File: src/rtl/wbuf_loader.sv
// Weight-buffer loader: turns a (base row, row count) command plus a beat stream
// into bank-by-bank weight-buffer writes, one registered write per accepted beat.
module wbuf_loader #(
    parameter int MEM_DATA_WIDTH = 64,
    parameter int ARRAY_N        = 64,
    parameter int ARRAY_M        = 64,
    parameter int DATA_WIDTH     = 16,
    parameter int BUF_ADDR_WIDTH = 9,
    localparam int GROUP_SIZE     = (DATA_WIDTH * ARRAY_M) / MEM_DATA_WIDTH,
    localparam int NUM_BANKS      = ARRAY_N * GROUP_SIZE,
    localparam int BUF_ID_W       = (NUM_BANKS > 1) ? $clog2(NUM_BANKS) : 0,
    localparam int MEM_ADDR_WIDTH = BUF_ADDR_WIDTH + BUF_ID_W
) (
    input  logic                      clk,
    input  logic                      reset,
    input  logic                      cmd_valid,
    output logic                      cmd_ready,
    input  logic [BUF_ADDR_WIDTH-1:0] cmd_base_addr,
    input  logic [BUF_ADDR_WIDTH:0]   cmd_num_rows,
    input  logic                      s_valid,
    output logic                      s_ready,
    input  logic [MEM_DATA_WIDTH-1:0] s_data,
    input  logic                      s_last,
    output logic                      mem_write_req,
    output logic [MEM_ADDR_WIDTH-1:0] mem_write_addr,
    output logic [MEM_DATA_WIDTH-1:0] mem_write_data,
    output logic                      busy,
    output logic                      done,
    output logic                      last_err
);
    // Handshakes: a transfer happens on a rising edge where valid && ready;
    // cmd_ready is high only in IDLE, s_ready only in LOAD, neither depends on valid.
    localparam int BANK_CW = (BUF_ID_W > 0) ? BUF_ID_W : 1;
    localparam int ROW_W   = BUF_ADDR_WIDTH + 1;

    typedef enum logic [1:0] {IDLE, LOAD, FLUSH} state_t;

    state_t                    state, state_nxt;
    logic [BUF_ADDR_WIDTH-1:0] base_q;
    logic [ROW_W-1:0]          num_rows_q;
    logic [ROW_W-1:0]          row_cnt;
    logic [BANK_CW-1:0]        bank_cnt;
    logic                      cmd_fire;
    logic                      beat_fire;
    logic                      bank_wrap;
    logic                      final_beat;
    logic [BUF_ADDR_WIDTH-1:0] row_addr;
    logic [MEM_ADDR_WIDTH-1:0] wr_addr;

    assign cmd_fire   = cmd_valid && (state == IDLE);
    assign beat_fire  = s_valid && (state == LOAD);
    assign bank_wrap  = (bank_cnt == BANK_CW'(NUM_BANKS - 1));
    assign final_beat = bank_wrap && ((row_cnt + ROW_W'(1)) == num_rows_q);
    // Row address wraps silently at the top of the buffer.
    assign row_addr   = base_q + row_cnt[BUF_ADDR_WIDTH-1:0];

    if (BUF_ID_W > 0) begin : g_banked
        assign wr_addr = {row_addr, bank_cnt};
    end else begin : g_single
        assign wr_addr = row_addr;
    end

    always_ff @(posedge clk) begin
        if (reset) state <= IDLE;
        else       state <= state_nxt;
    end

    always_comb begin
        state_nxt = state;
        cmd_ready = 1'b0;
        s_ready   = 1'b0;
        busy      = 1'b1;
        case (state)
            IDLE: begin
                cmd_ready = 1'b1;
                busy      = 1'b0;
                if (cmd_valid) state_nxt = (cmd_num_rows == '0) ? FLUSH : LOAD;
            end
            LOAD: begin
                s_ready = 1'b1;
                if (beat_fire && final_beat) state_nxt = FLUSH;
            end
            FLUSH:   state_nxt = IDLE;
            default: state_nxt = IDLE;
        endcase
    end

    always_ff @(posedge clk) begin
        if (reset) begin
            base_q         <= '0;
            num_rows_q     <= '0;
            row_cnt        <= '0;
            bank_cnt       <= '0;
            mem_write_req  <= 1'b0;
            mem_write_addr <= '0;
            mem_write_data <= '0;
            done           <= 1'b0;
            last_err       <= 1'b0;
        end else begin
            mem_write_req <= beat_fire;
            // FLUSH always returns to IDLE, so done lands in the first IDLE cycle.
            done          <= (state == FLUSH);
            if (cmd_fire) begin
                base_q     <= cmd_base_addr;
                num_rows_q <= cmd_num_rows;
                row_cnt    <= '0;
                bank_cnt   <= '0;
                last_err   <= 1'b0;
            end
            if (beat_fire) begin
                mem_write_addr <= wr_addr;
                mem_write_data <= s_data;
                if (bank_wrap) begin
                    bank_cnt <= '0;
                    row_cnt  <= row_cnt + ROW_W'(1);
                end else begin
                    bank_cnt <= bank_cnt + BANK_CW'(1);
                end
                if (s_last != final_beat) last_err <= 1'b1;
            end
        end
    end
endmodule
File: config.mk
export PLATFORM = sky130hd
export DESIGN_NAME = wbuf_loader
export DESIGN_NICKNAME = d
export VERILOG_FILES = /design/src/rtl/wbuf_loader.sv
export SDC_FILE = /design/constraint.sdc
export NUM_CORES = 1
export LEC_CHECK = 0
export ABC_CLOCK_PERIOD_IN_PS = 2100
export BUFFER_PORTS_ARGS = -buffer_cell sky130_fd_sc_hd__buf_4
export CORE_MARGIN = 5
export CORE_UTILIZATION = 45
export CTS_CLUSTER_DIAMETER = 60
export DETAILED_ROUTE_END_ITERATION = 10
export MAX_ROUTING_LAYER = met4
export PLACE_DENSITY = 0.81
export SYNTH_ARGS = -nofsm -noshare
export SYNTH_HDL_FRONTEND = slang
export SYNTH_SLANG_ARGS = --single-unit
File: constraint.sdc
create_clock -name clk -period 2.1 [get_ports clk]
set_input_delay 0 -clock clk [delete_from_list [all_inputs] [get_ports clk]]
set_output_delay 0 -clock clk [all_outputs]
set_load 0.05 [all_outputs]
==> results.cfg <==
[synthesis]
synth.ff_latch_count = 127
syn_area_um2 = 5270
synth_fp_nets = 767
syn_avg_cell_area_um2 = 7.89
most_area_hungry_cell_type_in_the_yosys_netlist = sky130_fd_sc_hd__dfxtp_1
synth-async-reset-ratio = 0
yosys-top-cells-area = sky130_fd_sc_hd__dfxtp_1 48%, sky130_fd_sc_hd__nand2_1 15%, sky130_fd_sc_hd__a21oi_1 11%
synth_cell_type_count = 48
edff_count_synth = 0
netlist_instances = 668
sequential_area_share_after_synthesis = 0.482
synth-main-ff-cell = sky130_fd_sc_hd__dfxtp_1
yosysTopAreaCellShare = 0.482
ys.warnings.count = 0

[sta]
slew_headroom = 0.698
final.min_clock_period_ns = 2.02
fmax_ghz = 0.495
holdWs_ns = 0.117
worst_clock_skew_ns = 0.00869
timing.final.crit_share = 0.962
setup_viol = 0
rsz0062_at_grt = true
finalMaxSlewViolations = 0
slew_of_the_pin_with_the_lowest_slew_margin_ns = 0.449
final-hold-violation-count = 0

[place]
dpl.hpwl_um = 10600
io_buffers = 176
final_gp_congestion = 0.948

[layout]
utilization = 0.722
nets = 1031
num-fill-cells = 823
post_route_cells_drive_above_1_share = 0.263
syn2layout_area_growth_pct = 57.1

[route]
num_vias = 5666
drc_violations = 0
final_antenna_net_count = 0
avgViaCountPerCell = 5.21
drt-pass1-iter-count = 5
wire_per_inst_um = 15.9
initialDrtViolationCount = 539
routed_wirelength_um = 17300

[outcome]
status = complete, no violations

[global_routing]
grtUsageMet2 = 0.380
grt_first_pass_wirelength_um = 28000
met3_usage = 0.0716
maximum_number_of_pins_on_one_net_before_global_route_repair = 70
global_route.overflow_total = 0
grt_pass1_vias = 5517
global_route.usage.met1 = 0.318
grtUsageTotal = 0.251
gr-max-usage-layer = met2
antenna_violations_before_repair = 1

[cts]
clkTransAtPathRegs_ns = 0.06
cts-root-buf = sky130_fd_sc_hd__clkbuf_16
cts.sinks = 127
tritoncts_buffer_count = 17
htree_num_levels = 4
clock_path_buffers = 2
clk_latency_ns = 0.41
cts_tree = done

[floorplanning]
area_of_the_die_um2 = 14000
fp.coreArea_um2 = 11500
initial_core_util = 0.460
vertical_die_dimension_um = 118
placementRows = 39
die_width_um = 118
io_pins = 177

[setup_path]
r2r_depth = 7
critical_path.endpoint_type = flop
arrival_ns = 2.32
crit_path_start_kind = flop
path_class = reg -> reg
timing.critical_path.required_ns = 2.40
critPathMaxFanout = 4

[pwr]
seqPwrFrac = 0.398
finalPower_mw = 6.45
cellPowerDensity_nw_per_um2 = 779
power_leakage_nw = 3.48
power.net_switching_mw = 1.69
power.share.combinational = 0.163
p_sw_frac = 0.263
power.share.clock = 0.439
p_int_mw = 4.76
peakVddDrop_v = 0.000686

[run]
max_cap_viol_count = 0

[worst_hold_path]
min-delay-path-class = in -> reg
timing.hold.worst_path_depth = 4
## placed cells by master, fill, tap and decap left out, types with 4 or more instances in the layout
cell type / count
sky130_fd_sc_hd__o211ai_1: 4
sky130_fd_sc_hd__nand3_1: 13
sky130_fd_sc_hd__dlygate4sd3_1: 86
sky130_fd_sc_hd__clkbuf_1: 4
sky130_fd_sc_hd__and3_1: 8
sky130_fd_sc_hd__inv_1: 6
sky130_fd_sc_hd__o21ai_0: 14
sky130_fd_sc_hd__nor3_1: 8
sky130_fd_sc_hd__nand3b_1: 6
sky130_fd_sc_hd__clkinv_2: 5
sky130_fd_sc_hd__nor2_1: 28
sky130_fd_sc_hd__a21oi_1: 115
sky130_fd_sc_hd__or3_1: 7
sky130_fd_sc_hd__dfxtp_2: 4
sky130_fd_sc_hd__clkbuf_16: 17
sky130_fd_sc_hd__xnor2_1: 11
sky130_fd_sc_hd__dfxtp_1: 123
sky130_fd_sc_hd__xor2_1: 8
sky130_fd_sc_hd__nand2_1: 208
sky130_fd_sc_hd__ha_1: 8
sky130_fd_sc_hd__a311oi_1: 6
sky130_fd_sc_hd__buf_4: 200
## final timing paths
path / end / from / slack (ns)
setup / recovery: last_err / row_cnt[0] / 0.08
hold / removal: base_q[1] / cmd_valid / 0.12
setup reg to reg: last_err / row_cnt[0] / 0.08
hold reg to reg: mem_write_addr[15] / mem_write_addr[15] / 0.45
## synth_stat cells (2+ instances only)
master / count
sky130_fd_sc_hd__nand3b_1: 6
sky130_fd_sc_hd__and2_1: 3
sky130_fd_sc_hd__ha_1: 10
sky130_fd_sc_hd__a31oi_1: 3
sky130_fd_sc_hd__a311oi_1: 6
sky130_fd_sc_hd__inv_1: 6
sky130_fd_sc_hd__and3_1: 8
sky130_fd_sc_hd__o21ai_0: 15
sky130_fd_sc_hd__a22oi_1: 2
sky130_fd_sc_hd__xnor2_1: 11
sky130_fd_sc_hd__a21o_1: 2
sky130_fd_sc_hd__nand2_1: 209
sky130_fd_sc_hd__nor2b_1: 3
sky130_fd_sc_hd__o211ai_1: 4
sky130_fd_sc_hd__buf_2: 6
sky130_fd_sc_hd__nor3_1: 9
sky130_fd_sc_hd__nand3_1: 14
sky130_fd_sc_hd__a211oi_1: 2
sky130_fd_sc_hd__nor3b_1: 2
sky130_fd_sc_hd__a41oi_1: 2
sky130_fd_sc_hd__clkbuf_1: 35
sky130_fd_sc_hd__or3_1: 7
sky130_fd_sc_hd__xor2_1: 8
sky130_fd_sc_hd__nand2b_1: 2
sky130_fd_sc_hd__nand4_1: 2
sky130_fd_sc_hd__dfxtp_1: 127
sky130_fd_sc_hd__nor2_1: 28
sky130_fd_sc_hd__a21oi_1: 115
sky130_fd_sc_hd__or4_1: 2
## routing by layer
| metal | share of wire | wire length [um] |
|---|---|---|
| met5 | 0 | 0 |
| met2 | 0.46 | 7990 |
| met1 | 0.44 | 7540 |
| met3 | 0.077 | 1340 |
| met4 | 0.025 | 441 |
## cell families (layout without fill, tap and decap cells)
logic type      after synthesis  in the layout  synth area share
fa+ha+maj                    11             11            0.0275
flops                       127            127             0.482
buf+inv                      49            325            0.0385
simple gates                300            300             0.243
xor+xnor                     20             20            0.0347
other cells                   0              1                 0
mux                           1              1           0.00214
compound gates              160            160             0.172
## area by class of cell
cell class                 instances  area (um^2)  area share
multi-input combinational        492         2560       0.309
sequential                       127         2550       0.308
timing repair buffer             288         2400       0.290
clock buffer                      24          482      0.0582
tap                              143          179      0.0216
clock inverter                     7         85.1      0.0103
inverter                           6         22.5     0.00272
antenna                            1         2.50    0.000302
## timing repair
action | 4_1_cts | 5_1_grt
gates resized for setup | 3 | 8
hold buffers | 86 | 0
setup buffers | 1 | 0
pin swaps | 1 | 3
setup endpoints to repair | 1 | 8
hold endpoints to repair | 89 | 0
## registers in the layout, summed over array words and instances, names as in the netlist
register and count:
mem_write_data 64, num_rows_q 10, mem_write_addr 19, done 1
bank_cnt 10, state 2, base_q 9, last_err 1
row_cnt 10, mem_write_req 1
## metrics by stage
step | TNS [ns] | std cells | setup WS (ns) | cell area [um^2]
4_1_cts | 0 | 1087 | 0.00137 | 8250
5_1_grt | -0.0194 | 1088 | -0.0171 | 8280
3_5_place_dp | 0 | 969 | 0.0164 | 6810
2_1_floorplan | 0 | 668 | 0.0149 | 5280
6_report | 0 | 1088 | 0.0807 | 8280
3_3_place_gp | 0 | 969 | 0.0367 | 6810
## power groups by stage
stage | registers [mW] | logic (mW) | clock network, mW
final | 2.57 | 1.05 | 2.83
after global placement | 2.61 | 0.893 | 0
after detailed placement | 2.61 | 0.900 | 0
after floorplan | 2.84 | 0.320 | 0
after global routing | 2.58 | 1.12 | 2.98
after CTS | 2.56 | 1.03 | 2.87
## worst max-delay path: stages, from the launching register on
cell and delay (ns):
sky130_fd_sc_hd__dfxtp_2 0.33, sky130_fd_sc_hd__ha_2 0.22, sky130_fd_sc_hd__xnor2_2 0.15, sky130_fd_sc_hd__xnor2_1 0.13, sky130_fd_sc_hd__or4_4 0.50, sky130_fd_sc_hd__a2111oi_4 0.27, sky130_fd_sc_hd__xor2_1 0.12, sky130_fd_sc_hd__a32o_1 0.22
Power figures use the tool's default switching activity.
